[src/rtl/dac_wave_gen_pkg.sv]
// -----------------------------------------------------------------------------
// dac_wave_gen_pkg
//   Shared types and constants for the dual-channel DAC waveform generator.
//   Contents:
//     wave_e      waveform select (SAW, TRI, SQR, DC), encoded as cfg_wave
//     MIDSCALE    offset-binary code for 0 V (14'h2000)
//     UNITY_AMP   gain code for a x1.0 scale (128)
//     DATA_W_DEF  default DAC sample width
//     PHASE_W_DEF default phase accumulator width
// -----------------------------------------------------------------------------
package dac_wave_gen_pkg;

   localparam int unsigned DATA_W_DEF  = 14;
   localparam int unsigned PHASE_W_DEF = 32;

   typedef enum logic [1:0] {
      SAW = 2'd0,
      TRI = 2'd1,
      SQR = 2'd2,
      DC  = 2'd3
   } wave_e;

   localparam logic [13:0] MIDSCALE  = 14'h2000;
   localparam logic [7:0]  UNITY_AMP = 8'd128;

endpackage

[src/rtl/dac_wave_gen_if.sv]
// -----------------------------------------------------------------------------
// dac_wave_gen_if
//   Configuration bus and DAC sample outputs of dac_wave_gen.
//   master : drives ch_en and the cfg_* write request, observes outputs
//   slave  : the generator (returns cfg_ready, daN_data, daN_wrap)
//   Signals:
//     ch_en[1:0]         per-channel enable (bit0 = DA1, bit1 = DA2)
//     cfg_valid/ready    configuration write handshake
//     cfg_ch             target channel (0 = DA1, 1 = DA2)
//     cfg_ftw            frequency tuning word
//     cfg_wave           waveform select (wave_e encoding)
//     cfg_amp            unsigned gain, 128 = unity
//     daN_data           registered offset-binary samples
//     daN_wrap           pulse aligned with the sample following a phase wrap
// -----------------------------------------------------------------------------
interface dac_wave_gen_if #(
   parameter int unsigned DATA_W  = 14,
   parameter int unsigned PHASE_W = 32
) ();

   logic [1:0]         ch_en;
   logic               cfg_valid;
   logic               cfg_ready;
   logic               cfg_ch;
   logic [PHASE_W-1:0] cfg_ftw;
   logic [1:0]         cfg_wave;
   logic [7:0]         cfg_amp;
   logic [DATA_W-1:0]  da1_data;
   logic [DATA_W-1:0]  da2_data;
   logic               da1_wrap;
   logic               da2_wrap;

   modport master (
      output ch_en, cfg_valid, cfg_ch, cfg_ftw, cfg_wave, cfg_amp,
      input  cfg_ready, da1_data, da2_data, da1_wrap, da2_wrap
   );

   modport slave (
      input  ch_en, cfg_valid, cfg_ch, cfg_ftw, cfg_wave, cfg_amp,
      output cfg_ready, da1_data, da2_data, da1_wrap, da2_wrap
   );

endinterface

[src/rtl/dac_wave_gen_wave_chan.sv]
// -----------------------------------------------------------------------------
// wave_chan
//   One DAC channel: phase accumulator, pending/active configuration and a
//   three-stage shape -> multiply -> saturate/offset datapath.
//   Ports:
//     clk, rst     sample clock, asynchronous active-high reset
//     en_i         channel enable; when low phase is held at 0, output midscale
//     cfg_we_i     accepted configuration write for this channel
//     cfg_*_i      configuration values loaded into the pending register
//     pend_o       pending configuration waiting to become active
//     data_o       offset-binary sample
//     wrap_o       pulse aligned with the sample following a phase wrap
// -----------------------------------------------------------------------------
module wave_chan
   import dac_wave_gen_pkg::*;
#(
   parameter int unsigned DATA_W  = DATA_W_DEF,
   parameter int unsigned PHASE_W = PHASE_W_DEF
) (
   input  logic               clk,
   input  logic               rst,
   input  logic               en_i,
   input  logic               cfg_we_i,
   input  logic [PHASE_W-1:0] cfg_ftw_i,
   input  wave_e              cfg_wave_i,
   input  logic [7:0]         cfg_amp_i,
   output logic               pend_o,
   output logic [DATA_W-1:0]  data_o,
   output logic               wrap_o
);

   // product width: DATA_W signed sample times 9-bit zero-extended gain
   localparam int unsigned PW = DATA_W + 9;
   localparam logic [DATA_W-1:0] MID  = {1'b1, {(DATA_W-1){1'b0}}};
   localparam logic [DATA_W-1:0] SMAX = ~MID;

   logic [PHASE_W-1:0] phase_q, phase_d;
   logic [PHASE_W-1:0] ftw_q, ftw_d, pftw_q, pftw_d;
   wave_e              wave_q, wave_d, pwave_q, pwave_d;
   logic [7:0]         amp_q, amp_d, pamp_q, pamp_d;
   logic               pend_q, pend_d;
   logic [PHASE_W:0]   sum;
   logic               wrap;

   logic [DATA_W-1:0]  p, u, s_d, s_q;
   logic [7:0]         amp1_q;
   logic signed [PW-1:0] prod_d, prod_q, y;
   logic [DATA_W-1:0]  sat, data_d, data_q;
   logic [3:0]         wpipe_q, wpipe_d;

   // Phase accumulator and configuration hand-over. A write is only accepted
   // while nothing is pending, so load and apply never collide; the wrap that
   // coincides with acceptance sees pend_q still low and is skipped.
   always_comb begin
      sum     = {1'b0, phase_q} + {1'b0, ftw_q};
      wrap    = en_i & sum[PHASE_W];
      phase_d = en_i ? sum[PHASE_W-1:0] : '0;
      ftw_d   = ftw_q;
      wave_d  = wave_q;
      amp_d   = amp_q;
      pftw_d  = pftw_q;
      pwave_d = pwave_q;
      pamp_d  = pamp_q;
      pend_d  = pend_q;
      if (pend_q && (!en_i || wrap)) begin
         ftw_d  = pftw_q;
         wave_d = pwave_q;
         amp_d  = pamp_q;
         pend_d = 1'b0;
      end
      if (cfg_we_i) begin
         pftw_d  = cfg_ftw_i;
         pwave_d = cfg_wave_i;
         pamp_d  = cfg_amp_i;
         pend_d  = 1'b1;
      end
   end

   // Shaping: subtracting midscale from a DATA_W-bit code is an MSB flip.
   always_comb begin
      p   = phase_q[PHASE_W-1 -: DATA_W];
      u   = p[DATA_W-1] ? ~{p[DATA_W-2:0], 1'b0} : {p[DATA_W-2:0], 1'b0};
      s_d = '0;
      if (en_i) begin
         case (wave_q)
            SAW:     s_d = p ^ MID;
            TRI:     s_d = u ^ MID;
            SQR:     s_d = p[DATA_W-1] ? MID : SMAX;
            default: s_d = '0;
         endcase
      end
   end

   always_comb begin
      prod_d = $signed({{(PW-DATA_W){s_q[DATA_W-1]}}, s_q})
             * $signed({{(PW-8){1'b0}}, amp1_q});
      y      = prod_q >>> 7;
      // in range when all bits above the sample sign agree with it
      if (y[PW-1:DATA_W-1] == '0 || y[PW-1:DATA_W-1] == '1) begin
         sat = y[DATA_W-1:0];
      end else begin
         sat = y[PW-1] ? MID : SMAX;
      end
      data_d  = sat ^ MID;
      wpipe_d = {wpipe_q[2:0], wrap};
   end

   always_ff @(posedge clk or posedge rst) begin
      if (rst) begin
         phase_q <= '0;
         ftw_q   <= '0;
         wave_q  <= SAW;
         amp_q   <= UNITY_AMP;
         pftw_q  <= '0;
         pwave_q <= SAW;
         pamp_q  <= UNITY_AMP;
         pend_q  <= 1'b0;
         s_q     <= '0;
         amp1_q  <= UNITY_AMP;
         prod_q  <= '0;
         data_q  <= MID;
         wpipe_q <= '0;
      end else begin
         phase_q <= phase_d;
         ftw_q   <= ftw_d;
         wave_q  <= wave_d;
         amp_q   <= amp_d;
         pftw_q  <= pftw_d;
         pwave_q <= pwave_d;
         pamp_q  <= pamp_d;
         pend_q  <= pend_d;
         s_q     <= s_d;
         amp1_q  <= amp_q;
         prod_q  <= prod_d;
         data_q  <= data_d;
         wpipe_q <= wpipe_d;
      end
   end

   assign pend_o = pend_q;
   assign data_o = data_q;
   assign wrap_o = wpipe_q[3];

endmodule

[src/rtl/dac_wave_gen.sv]
// -----------------------------------------------------------------------------
// dac_wave_gen
//   Dual-channel DDS waveform generator feeding two offset-binary DACs.
//   Ports:
//     clk_125  sample clock
//     reset    asynchronous active-high reset
//     bus      dac_wave_gen_if.slave: ch_en, cfg handshake, DA1/DA2 samples
//              and wrap pulses
// -----------------------------------------------------------------------------
module dac_wave_gen
   import dac_wave_gen_pkg::*;
#(
   parameter int unsigned DATA_W  = DATA_W_DEF,
   parameter int unsigned PHASE_W = PHASE_W_DEF
) (
   input  logic          clk_125,
   input  logic          reset,
   dac_wave_gen_if.slave bus
);

   logic [1:0] pend;
   logic [1:0] we;

   always_comb begin
      we             = '0;
      we[bus.cfg_ch] = bus.cfg_valid & ~pend[bus.cfg_ch];
   end

   assign bus.cfg_ready = ~pend[bus.cfg_ch];

   wave_chan #(.DATA_W(DATA_W), .PHASE_W(PHASE_W)) u_da1 (
      .clk        (clk_125),
      .rst        (reset),
      .en_i       (bus.ch_en[0]),
      .cfg_we_i   (we[0]),
      .cfg_ftw_i  (bus.cfg_ftw),
      .cfg_wave_i (wave_e'(bus.cfg_wave)),
      .cfg_amp_i  (bus.cfg_amp),
      .pend_o     (pend[0]),
      .data_o     (bus.da1_data),
      .wrap_o     (bus.da1_wrap)
   );

   wave_chan #(.DATA_W(DATA_W), .PHASE_W(PHASE_W)) u_da2 (
      .clk        (clk_125),
      .rst        (reset),
      .en_i       (bus.ch_en[1]),
      .cfg_we_i   (we[1]),
      .cfg_ftw_i  (bus.cfg_ftw),
      .cfg_wave_i (wave_e'(bus.cfg_wave)),
      .cfg_amp_i  (bus.cfg_amp),
      .pend_o     (pend[1]),
      .data_o     (bus.da2_data),
      .wrap_o     (bus.da2_wrap)
   );

endmodule

[src/flat_wrapper.sv]
// flat-port wrapper written by rule: the top's interface ports become plain ports
module dac_wave_gen_flat import dac_wave_gen_pkg::*;
#(
   parameter int unsigned DATA_W  = DATA_W_DEF,
   parameter int unsigned PHASE_W = PHASE_W_DEF
)
  (clk_125, reset, bus_ch_en, bus_cfg_valid, bus_cfg_ch, bus_cfg_ftw, bus_cfg_wave, bus_cfg_amp, bus_cfg_ready, bus_da1_data, bus_da2_data, bus_da1_wrap, bus_da2_wrap);
  dac_wave_gen_if #(.DATA_W(DATA_W), .PHASE_W(PHASE_W)) bus_i ();
  input  logic clk_125;
  input  logic reset;
  input wire logic [$bits(bus_i.ch_en)-1:0] bus_ch_en;
  input wire logic [$bits(bus_i.cfg_valid)-1:0] bus_cfg_valid;
  input wire logic [$bits(bus_i.cfg_ch)-1:0] bus_cfg_ch;
  input wire logic [$bits(bus_i.cfg_ftw)-1:0] bus_cfg_ftw;
  input wire logic [$bits(bus_i.cfg_wave)-1:0] bus_cfg_wave;
  input wire logic [$bits(bus_i.cfg_amp)-1:0] bus_cfg_amp;
  output wire logic [$bits(bus_i.cfg_ready)-1:0] bus_cfg_ready;
  output wire logic [$bits(bus_i.da1_data)-1:0] bus_da1_data;
  output wire logic [$bits(bus_i.da2_data)-1:0] bus_da2_data;
  output wire logic [$bits(bus_i.da1_wrap)-1:0] bus_da1_wrap;
  output wire logic [$bits(bus_i.da2_wrap)-1:0] bus_da2_wrap;
  assign bus_i.ch_en = bus_ch_en;
  assign bus_i.cfg_valid = bus_cfg_valid;
  assign bus_i.cfg_ch = bus_cfg_ch;
  assign bus_i.cfg_ftw = bus_cfg_ftw;
  assign bus_i.cfg_wave = bus_cfg_wave;
  assign bus_i.cfg_amp = bus_cfg_amp;
  assign bus_cfg_ready = bus_i.cfg_ready;
  assign bus_da1_data = bus_i.da1_data;
  assign bus_da2_data = bus_i.da2_data;
  assign bus_da1_wrap = bus_i.da1_wrap;
  assign bus_da2_wrap = bus_i.da2_wrap;
  dac_wave_gen #(.DATA_W(DATA_W), .PHASE_W(PHASE_W)) u_core (.clk_125(clk_125), .reset(reset), .bus(bus_i));
endmodule
[config.mk]
export PLATFORM = sky130hd
export DESIGN_NAME = dac_wave_gen_flat
export DESIGN_NICKNAME = d
export VERILOG_FILES = /design/src/rtl/dac_wave_gen_pkg.sv /design/src/rtl/dac_wave_gen_if.sv /design/src/rtl/dac_wave_gen_wave_chan.sv /design/src/rtl/dac_wave_gen.sv /design/src/flat_wrapper.sv
export SDC_FILE = /design/constraint.sdc
export NUM_CORES = 1
export LEC_CHECK = 0
export ABC_AREA = 1
export CAP_MARGIN = 20
export CORE_MARGIN = 2
export CORE_UTILIZATION = 57
export DETAILED_ROUTE_END_ITERATION = 7
export GPL_ROUTABILITY_DRIVEN = 1
export PLACE_DENSITY = 0.83
export SYNTH_ARGS = -nofsm -noshare
export SYNTH_HDL_FRONTEND = slang
export SYNTH_HIERARCHICAL = 1
export SYNTH_SLANG_ARGS = --single-unit
[constraint.sdc]
create_clock -name clk_125 -period 6.03 [get_ports clk_125]
set_input_delay 1.206 -clock clk_125 [delete_from_list [all_inputs] [get_ports clk_125]]
set_output_delay 1.206 -clock clk_125 [all_outputs]
set_load 0.01 [all_outputs]
==> flow_metrics.env, run 1 <==
export IMPL_drc=0
export IMPL_cp_num_buf_inv=5
export IMPL_async_reset_ff_frac=1.00
export IMPL_finalSetupViolCount=0
export IMPL_place_area_um2=26900
export IMPL_outcome="completed"
export IMPL_r2r_start="u_core/u_da1/amp1_q[0]$_DFF_PP0_"
export IMPL_arrival_ns=5.06
export IMPL_num_vias=20823
export IMPL_place_congestion=0.922
export IMPL_syn2layout_area_growth_pct=9.07
export IMPL_hold_depth=0
export IMPL_reg2reg_depth=18
export IMPL_core_um2=44400
export IMPL_yosysWarnings=6
export IMPL_io_buffers=78
export IMPL_start_kind="register"
export IMPL_cts_made_buffers=37
export IMPL_dp_slack_ns=1.43
export IMPL_fillCellCount=3770
export IMPL_synth_top_area_cell="dfrtp_1"
export IMPL_ant_nets=0
export IMPL_vdd_ir_drop_max_mv=0.324
export IMPL_crit_path_frequent_cell="inv_1"
export IMPL_post_route_period_util=0.765
export IMPL_track_usage=0.251
export IMPL_power_mw=14.9
export IMPL_cellLeakagePower_nw=16.1
export IMPL_post_cts_setup_buffers=0
export IMPL_maxCapViolCount=0
export IMPL_clk_latency_ns=0.58
export IMPL_cts_resized=0
export IMPL_grt_pass1_wl_um=96700
export IMPL_grt_max_degree=141
export IMPL_path_clk_slew_ns=0.06
export IMPL_crit_chain="nand2_1 > inv_1 > fa_1 > inv_1 > fa_1 > inv_1 > fa_1 > inv_1 > fa_1 > inv_1 > ha_1 > a21oi_1 > a21boi_0 > nor3_1 > nor2_1 > nand2_1 > nand2_1 > nand2_1"
export IMPL_fin_ws_ns=1.42
export IMPL_min_period_ns=4.61
export IMPL_yosysSeqAreaShare=0.336
export IMPL_worstSetupPathDepth=18
export IMPL_ys_flop_type="dfrtp_1"
export IMPL_slew_viol_final=0
export IMPL_dieArea_um2=46900
export IMPL_synth_cells=3420
export IMPL_synthTopCellsByArea="dfrtp_1 (33%), nand2_1 (16%), fa_1 (14%), inv_1 (9.9%), ha_1 (7.2%)"
export IMPL_ys_seq_elements=346
export IMPL_critical_path_class="reg2reg"
export IMPL_grt_pass1_vias=20489
export IMPL_rsz0062_at_grt="false"
export IMPL_final_nets=3818
export IMPL_worstHoldStart="u_core/u_da2/wpipe_q[2]$_DFF_PP0_"
export IMPL_htreeDepth=2
export IMPL_avgSynthCellArea_um2=7.54
export IMPL_critPathMaxFanout=13
export IMPL_dp_final_hpwl_um=43200
export IMPL_cp_startpoint="u_core/u_da1/amp1_q[0]$_DFF_PP0_"
export IMPL_final_area_um2=28100
export IMPL_io_pins=79
export IMPL_synth_edf_count=0
export IMPL_dr_pass1_iters=6
export IMPL_finClkSkew_ns=0.0239
export IMPL_drive_gt1_frac=0.0395
export IMPL_relSlewSlack=0.359
export IMPL_vias_per_cell=5.12
export IMPL_cp_slowest_cell="fa_1"
export IMPL_netlist_area_um2=25800
export IMPL_cp_top_family="adder cells"
export IMPL_drt_total_wl_um=56800
export IMPL_fmax_mhz=217
export IMPL_power_density_nw_per_um2=531
export IMPL_holdBufCountCts=0
export IMPL_worstHoldPathType="reg2reg"
export IMPL_cts_root_buffer="clkbuf_16"
export IMPL_start_util=0.580
export IMPL_setup_tns_ns=0
export IMPL_tightest_slew_ns=0.961
export IMPL_hold_violations=0
export IMPL_yosysMostFrequentCell="nand2_1"
export IMPL_rows=77
export IMPL_slowest_delay_ns=0.57
export IMPL_cp_end_kind="register"
export IMPL_drt_iter0_markers=1445
export IMPL_die_w_um=217
export IMPL_grt_remaining_overflow=0
export IMPL_syn_num_nets=3796
export IMPL_cts_sinks=346
export IMPL_ys_types=42
export IMPL_antenna_found_initial=12
export IMPL_yosys_area_top_type_share=0.328
export IMPL_wl_per_cell_um=14.0
export IMPL_clk_path_buf_depth=3
export IMPL_cts_tree="done"
export IMPL_fin_hold_ws_ns=0.349
export IMPL_fp_dieH_um=217
export IMPL_synth_common_cells="nand2_1 (1,129), inv_1 (683), dfrtp_1 (338)"
export IMPL_cp_required_ns=6.48
## path summary, 6_finish.rpt
check                                                endpoint  slack (ns)
max in group asynchronous  u_core/u_da1/pftw_q[6]$_DFFE_PP0P_        3.61
max reg2reg                 u_core/u_da1/prod_q[20]$_DFF_PP0_        1.42
min in group asynchronous    u_core/u_da2/amp1_q[4]$_DFF_PP0_        1.11
min                         u_core/u_da2/wpipe_q[3]$_DFF_PP0_        0.35
max                         u_core/u_da1/prod_q[20]$_DFF_PP0_        1.42
min reg2reg                 u_core/u_da2/wpipe_q[3]$_DFF_PP0_        0.35
## cell usage in the layout (no fill, tap or decap), drive strengths merged, types with 12 or more instances in the layout
master / instances
a211oi: 22
a21oi: 159
buf: 14
clkbuf: 55
clkdlybuf4s50: 78
clkinv: 12
dfrtp: 338
fa: 180
ha: 148
inv: 685
nand2: 1164
nand3: 162
nand4: 13
nor2: 217
nor3: 30
o21ai: 75
o21bai: 20
xnor2: 22
xor2: 19
## per-layer routing
metal	wire length [um]	track usage	vias up	share of wire
met5	117	0	-	0.0021
met4	1510	0.0728	16	0.027
met3	3820	0.0535	120	0.067
met2	26700	0.420	574	0.47
met1	24700	0.332	9726	0.43
li1	-	-	10387	-
## cell type report
type | count | area [um^2] | area share
diodes | 4 | 10.0 | 0.000356
flip-flops and latches | 346 | 8670 | 0.308
inverters | 688 | 2590 | 0.0922
clock buffers | 55 | 1060 | 0.0379
multi-input cells | 2277 | 14000 | 0.498
clock inverters | 13 | 128 | 0.00454
well taps | 592 | 741 | 0.0263
repair buffers | 92 | 898 | 0.0319
## logic make-up after synthesis
kind of cell / count (synthesis) / synth area share
fa+ha+maj: 328 / 0.212
xor+xnor: 41 / 0.0139
simple gates: 1605 / 0.252
compound gates: 303 / 0.0661
flops: 346 / 0.336
buf+inv: 797 / 0.120
## stage by stage
stage / cells / util
after global routing: 4063 / 0.633
after floorplan: 3420 / -
final: 4067 / 0.633
after global placement: 3995 / 0.606
after detailed placement: 3995 / 0.606
after CTS: 4063 / 0.633
## where the power goes
part,leakage [nW],switching (mW),internal (mW)
Clock,0.577,0.967,1.28
Sequential,4.39,0.909,3.32
Combinational,11.1,5.32,3.14
Total,16.1,7.20,7.74
## state kept, by name, summed over array words and instances (netlist names), 8 cells and up
signal,count
u_core/u_da1/ftw_q,32
u_core/u_da1/pftw_q,32
u_core/u_da1/phase_q,32
u_core/u_da2/ftw_q,32
u_core/u_da2/pftw_q,32
u_core/u_da2/phase_q,32
u_core/u_da1/prod_q,16
u_core/u_da2/prod_q,16
u_core/u_da1/data_o,14
u_core/u_da1/s_q,14
u_core/u_da2/data_o,14
u_core/u_da2/s_q,14
u_core/u_da1/amp1_q,8
u_core/u_da1/amp_q,8
u_core/u_da1/pamp_q,8
u_core/u_da2/amp1_q,8
u_core/u_da2/amp_q,8
u_core/u_da2/pamp_q,8
Note: power is estimated with default switching activity, not from simulation.
==> run 2: changes to the inputs <==
CORE_UTILIZATION = 60   (was 57)
clock period = 4.5 ns   (was 6.03 ns; I/O delays follow)
==> run 2 against run 1 <==
Worst setup slack got worse by 1.2 ns. Wire length grew 3.6%. Combinational power rose by 42%. Sequential share of layout area shrank 0.57 points. Non-clock buffer count increased by 48. Final cell count about the same. Critical endpoint is now u_core/u_da1/prod_q[15]$_DFF_PP0_. Largest cell class unchanged.
==> flow_metrics.env, run 2 (synthesis gave the netlist of run 1 again) <==
export IMPL_start_kind="register"
export IMPL_dieArea_um2=44600
export IMPL_grt_pass1_wl_um=98900
export IMPL_r2r_start="u_core/u_da1/amp1_q[5]$_DFF_PP0_"
export IMPL_maxCapViolCount=0
export IMPL_fillCellCount=3328
export IMPL_hold_depth=0
export IMPL_ant_nets=0
export IMPL_num_vias=21104
export IMPL_p_seq_frac=0.270
export IMPL_antenna_found_initial=8
export IMPL_syn2layout_area_growth_pct=11.5
export IMPL_cts_tree="done"
export IMPL_critPathMaxFanout=7
export IMPL_cp_startpoint="u_core/u_da1/amp1_q[5]$_DFF_PP0_"
export IMPL_finalSetupViolCount=0
export IMPL_fp_dieH_um=211
export IMPL_cellLeakagePower_nw=16.4
export IMPL_place_inst=3966
export IMPL_drt_iter0_markers=1581
export IMPL_grt_remaining_overflow=0
export IMPL_drt_total_wl_um=58900
export IMPL_critical_path_class="reg2reg"
export IMPL_cts_root_buffer="clkbuf_16"
export IMPL_worstHoldPathType="reg2reg"
export IMPL_p_int_mw=11.0
export IMPL_post_route_period_util=0.959
export IMPL_comb_power_share=0.571
export IMPL_htreeDepth=2
export IMPL_final_cells=4066
export IMPL_slew_viol_final=0
export IMPL_vdd_ir_drop_max_mv=0.459
export IMPL_fin_hold_ws_ns=0.348
export IMPL_r2r_slack_ns=0.19
export IMPL_track_usage=0.274
export IMPL_place_area_um2=27100
export IMPL_outcome="completed"
export IMPL_worstReg2RegEnd="u_core/u_da1/prod_q[15]$_DFF_PP0_"
export IMPL_power_mw=21.0
export IMPL_drive_gt1_frac=0.0673
export IMPL_path_clk_slew_ns=0.06
export IMPL_drc=0
export IMPL_sw_frac_of_total=0.475
export IMPL_relSlewSlack=0.376
export IMPL_mostFrequentLayoutCell="nand2_1"
export IMPL_tightest_slew_ns=0.936
export IMPL_vias_per_cell=5.19
export IMPL_dp_final_hpwl_um=44400
export IMPL_io_pins=79
export IMPL_min_period_ns=4.31
export IMPL_rows=75
export IMPL_final_nets=3868
export IMPL_grt_pass1_vias=20810
export IMPL_cp_end_kind="register"
export IMPL_cp_required_ns=4.96
export IMPL_fmax_mhz=232
export IMPL_wl_per_cell_um=14.5
export IMPL_finClkSkew_ns=0.0201
export IMPL_min_to="u_core/u_da1/wpipe_q[2]$_DFF_PP0_"
export IMPL_core_um2=42100
export IMPL_clk_latency_ns=0.58
export IMPL_die_w_um=211
export IMPL_cts_made_buffers=39
export IMPL_hold_violations=0
export IMPL_holdBufCountCts=0
export IMPL_final_area_um2=28700
export IMPL_io_buffers=78
export IMPL_dr_pass1_iters=6
export IMPL_reg2reg_depth=17
export IMPL_worstHoldStart="u_core/u_da1/wpipe_q[1]$_DFF_PP0_"
export IMPL_cts_sinks=346
export IMPL_power_density_nw_per_um2=729
export IMPL_start_util=0.612
export IMPL_clk_path_buf_depth=3
export IMPL_p_sw_mw=9.96
export IMPL_pwr_share_clk=0.159
export IMPL_place_congestion=0.956
export IMPL_grt_max_degree=67
export IMPL_final_cell_mix="nand2_1 (1,125), inv_1 (678), dfrtp_1 (317)"
export IMPL_arrival_ns=4.77
[run 2: cell types whose count changed in the layout (fill, tap and decap cells not counted), moves of 4 or more]
cell      previous run  this run
buf_4               13        55
nand2_1           1129      1125
dfrtp_1            338       317
clkbuf_1            12         8
dfrtp_2              0        21
buf_12               1         5
nand2_2             33        37
[run 2: worst max path at each step]
stage | end | depth (start not counted)
global route | u_core/u_da2/prod_q[20]$_DFF_PP0_ | 19
floorplan | u_core/u_da1/prod_q[20]$_DFF_PP0_ | 19
global placement | u_core/u_da1/prod_q[20]$_DFF_PP0_ | 18
CTS | u_core/u_da2/prod_q[20]$_DFF_PP0_ | 18
detailed placement | u_core/u_da2/prod_q[20]$_DFF_PP0_ | 18
finish | u_core/u_da1/prod_q[15]$_DFF_PP0_ | 17
[run 2: area by class of cell]
type                    instances  area (um^2)  area share
diodes                          4         10.0    0.000348
clock buffers                  54         1100      0.0384
clock inverters                18          246     0.00858
inverters                     688         2590      0.0901
multi-input cells            2277        14100       0.491
flip-flops and latches        346         8690       0.303
well taps                     539          674      0.0235
repair buffers                140         1300      0.0454
[run 2: critical path, cell delays in order (launching register included)]
cell and delay [ns]:
dfrtp_2 0.45, buf_4 0.19, nand2_1 0.08, fa_1 0.56
inv_1 0.05, fa_1 0.48, fa_1 0.55, inv_1 0.05
fa_1 0.52, inv_1 0.06, ha_4 0.28, inv_1 0.06
o21ai_0 0.31, a31oi_1 0.13, buf_4 0.16, buf_4 0.13
nand3_1 0.08, nand2_1 0.07
[run 2: through the flow]
| stage | setup slack [ns] | TNS [ns] | util |
|---|---|---|---|
| 2_1_floorplan | 0.254 | 0 | - |
| 3_3_place_gp | 0.136 | 0 | 0.642 |
| 3_5_place_dp | 0.0534 | 0 | 0.642 |
| 4_1_cts | 0.0221 | 0 | 0.674 |
| 5_1_grt | -0.0152 | -0.0220 | 0.682 |
| 6_report | 0.186 | 0 | 0.682 |
[run 2: what timing repair did]
action	4_1_cts	5_1_grt
endpoints found under the setup margin	0	21
buffers inserted	0	23
gates resized for setup	0	53
[run 2: power by group through the flow]
stage          registers (mW)  clock network [mW]  logic [mW]
2_1_floorplan            5.09                   0        9.10
3_3_place_gp             5.64                   0        11.3
3_5_place_dp             5.67                   0        11.6
4_1_cts                  5.63                3.40        11.6
5_1_grt                  5.79                3.51        13.9
6_report                 5.65                3.33        12.0
[run 2: metal layers]
layer	up-vias	track usage	wire length (um)	part of all wire
li1	10478	-	-	-
met4	8	0.0894	1720	0.029
met1	9891	0.351	24900	0.42
met3	124	0.0550	3770	0.064
met5	-	0	52	0.00088
met2	603	0.469	28400	0.48
==> run 3: changes to the inputs <==
CAP_MARGIN = not set   (was 20)
SETUP_SLACK_MARGIN = 0.2   (was not set)
==> run 3 against run 2 <==
Final cell count grew 0.30%. Final area grew 1.9%. Highest routed layer unchanged. Worst setup slack gained 0.077 ns. Register-to-register slack gained 0.08 ns. First-iteration DRC count grew 9.6%. Die area is the same.
==> flow_metrics.env, run 3 (synthesis gave the netlist of run 1 again) <==
export IMPL_outcome="completed"
export IMPL_fin_ws_ns=0.263
export IMPL_path_clk_slew_ns=0.06
export IMPL_vias_per_cell=5.23
export IMPL_cellLeakagePower_nw=16.5
export IMPL_io_pins=79
export IMPL_finClkSkew_ns=0.0196
export IMPL_cp_required_ns=4.96
export IMPL_worstReg2RegEnd="u_core/u_da2/prod_q[21]$_DFF_PP0_"
export IMPL_dr_pass1_iters=6
export IMPL_grt_pass1_vias=20870
export IMPL_tightest_slew_ns=0.981
export IMPL_cp_slowest_cell="fa_1"
export IMPL_final_cells=4078
export IMPL_cts_tree="done"
export IMPL_rsz0062_at_grt="true"
export IMPL_dp_final_hpwl_um=44400
export IMPL_cts_sinks=346
export IMPL_power_density_nw_per_um2=753
export IMPL_track_usage=0.275
export IMPL_cp_end_kind="register"
export IMPL_place_congestion=0.956
export IMPL_cts_root_buffer="clkbuf_16"
export IMPL_regArea_um2=8700
export IMPL_dp_slack_ns=0.0534
export IMPL_grt_max_degree=67
export IMPL_fmax_mhz=236
export IMPL_post_route_period_util=0.942
export IMPL_critPathMaxFanout=7
export IMPL_antenna_found_initial=8
export IMPL_fillCellCount=3214
export IMPL_hold_violations=0
export IMPL_worstHoldPathType="reg2reg"
export IMPL_critical_path_class="reg2reg"
export IMPL_final_cell_mix="nand2_1 (1,106), inv_1 (669), dfrtp_1 (311)"
export IMPL_r2r_slack_ns=0.26
export IMPL_cts_made_buffers=39
export IMPL_ant_nets=0
export IMPL_grt_pass1_wl_um=99100
export IMPL_drt_iter0_markers=1733
export IMPL_htreeDepth=2
export IMPL_clk_path_buf_depth=3
export IMPL_die_w_um=211
export IMPL_drt_total_wl_um=60500
export IMPL_wl_per_cell_um=14.8
export IMPL_maxCapViolCount=0
export IMPL_start_util=0.612
export IMPL_final_nets=3880
export IMPL_r2r_start="u_core/u_da2/amp1_q[1]$_DFF_PP0_"
export IMPL_core_um2=42100
export IMPL_slew_viol_final=0
export IMPL_dieArea_um2=44600
export IMPL_vdd_ir_drop_max_mv=0.508
export IMPL_clk_latency_ns=0.58
export IMPL_min_period_ns=4.24
export IMPL_cp_startpoint="u_core/u_da2/amp1_q[1]$_DFF_PP0_"
export IMPL_crit_chain="nand2_1 > fa_1 > buf_4 > fa_1 > inv_1 > fa_1 > inv_1 > fa_1 > inv_1 > ha_2 > nand2_1 > inv_1 > nand3_1 > nor2_2 > nand3_2 > nand4_1 > nand2_1"
export IMPL_slowest_delay_ns=0.54
export IMPL_power_mw=22.1
export IMPL_io_buffers=78
export IMPL_finalSetupViolCount=0
export IMPL_multi_input_area_um2=14500
export IMPL_endpoint="u_core/u_da2/prod_q[21]$_DFF_PP0_"
export IMPL_fp_dieH_um=211
export IMPL_rows=75
export IMPL_drive_gt1_frac=0.0948
export IMPL_setup_tns_ns=0
export IMPL_start_kind="register"
export IMPL_place_inst=3966
export IMPL_num_vias=21317
export IMPL_syn2layout_area_growth_pct=13.6
export IMPL_grt_remaining_overflow=0
export IMPL_arrival_ns=4.70
export IMPL_drc=0
export IMPL_relSlewSlack=0.345
export IMPL_reg2reg_depth=17
export IMPL_mostFrequentLayoutCell="nand2_1"
export IMPL_final_util=0.695
## run 3: how the worst min path moves through the flow
stage                                           start  cells after the start                                 to  slack, ns
finish              u_core/u_da1/wpipe_q[1]$_DFF_PP0_                      0  u_core/u_da1/wpipe_q[2]$_DFF_PP0_       0.35
global route        u_core/u_da1/wpipe_q[2]$_DFF_PP0_                      0  u_core/u_da1/wpipe_q[3]$_DFF_PP0_       0.35
CTS                 u_core/u_da1/wpipe_q[2]$_DFF_PP0_                      0  u_core/u_da1/wpipe_q[3]$_DFF_PP0_       0.35
detailed placement  u_core/u_da1/wpipe_q[1]$_DFF_PP0_                      0  u_core/u_da1/wpipe_q[2]$_DFF_PP0_       0.33
global placement    u_core/u_da2/wpipe_q[0]$_DFF_PP0_                      0  u_core/u_da2/wpipe_q[1]$_DFF_PP0_       0.33
floorplan           u_core/u_da1/wpipe_q[0]$_DFF_PP0_                      0  u_core/u_da1/wpipe_q[1]$_DFF_PP0_       0.33
## run 3: report_power, final
part           internal (mW)  switching (mW)
Sequential              4.47            1.16
Combinational           5.04            8.05
Clock                   1.97            1.36
## run 3: critical path: cells and delay by family, from the launching register on
| family | cells | cell delay (ns) |
|---|---|---|
| simple gates | 7 | 0.82 |
| buf+inv | 5 | 0.46 |
| fa+ha+maj | 5 | 2.43 |
| flops | 1 | 0.44 |
## run 3: routing by layer
layer	up-vias	global-route usage	routed length, um
met5	-	0	58
met4	8	0.0898	1870
met3	144	0.0547	4000
met2	666	0.471	29400
met1	9996	0.351	25200
li1	10503	-	-
## run 3: final cells by class
cell class | instances | share of cell area
Antenna cell | 4 | 0.000342
Sequential cell | 346 | 0.297
Clock inverter | 18 | 0.00841
Timing Repair Buffer | 152 | 0.0485
Inverter | 688 | 0.0885
Multi-Input combinational cell | 2277 | 0.497
Clock buffer | 54 | 0.0376
Tap cell | 539 | 0.0230
## run 3: per-stage QoR
step	instance area, um^2	hold WS [ns]
finish	29300	0.348
global route	29300	0.354
global placement	27100	0.332
CTS	28500	0.345
detailed placement	27100	0.335
floorplan	25800	0.331
## run 3: what timing repair did
| action | 4_1_cts | 5_1_grt |
|---|---|---|
| pin swaps | 0 | 24 |
| buffers inserted | 6 | 30 |
| setup endpoints to repair | 18 | 23 |
| hold buffers | 0 | 0 |
| gates resized for setup | 21 | 149 |
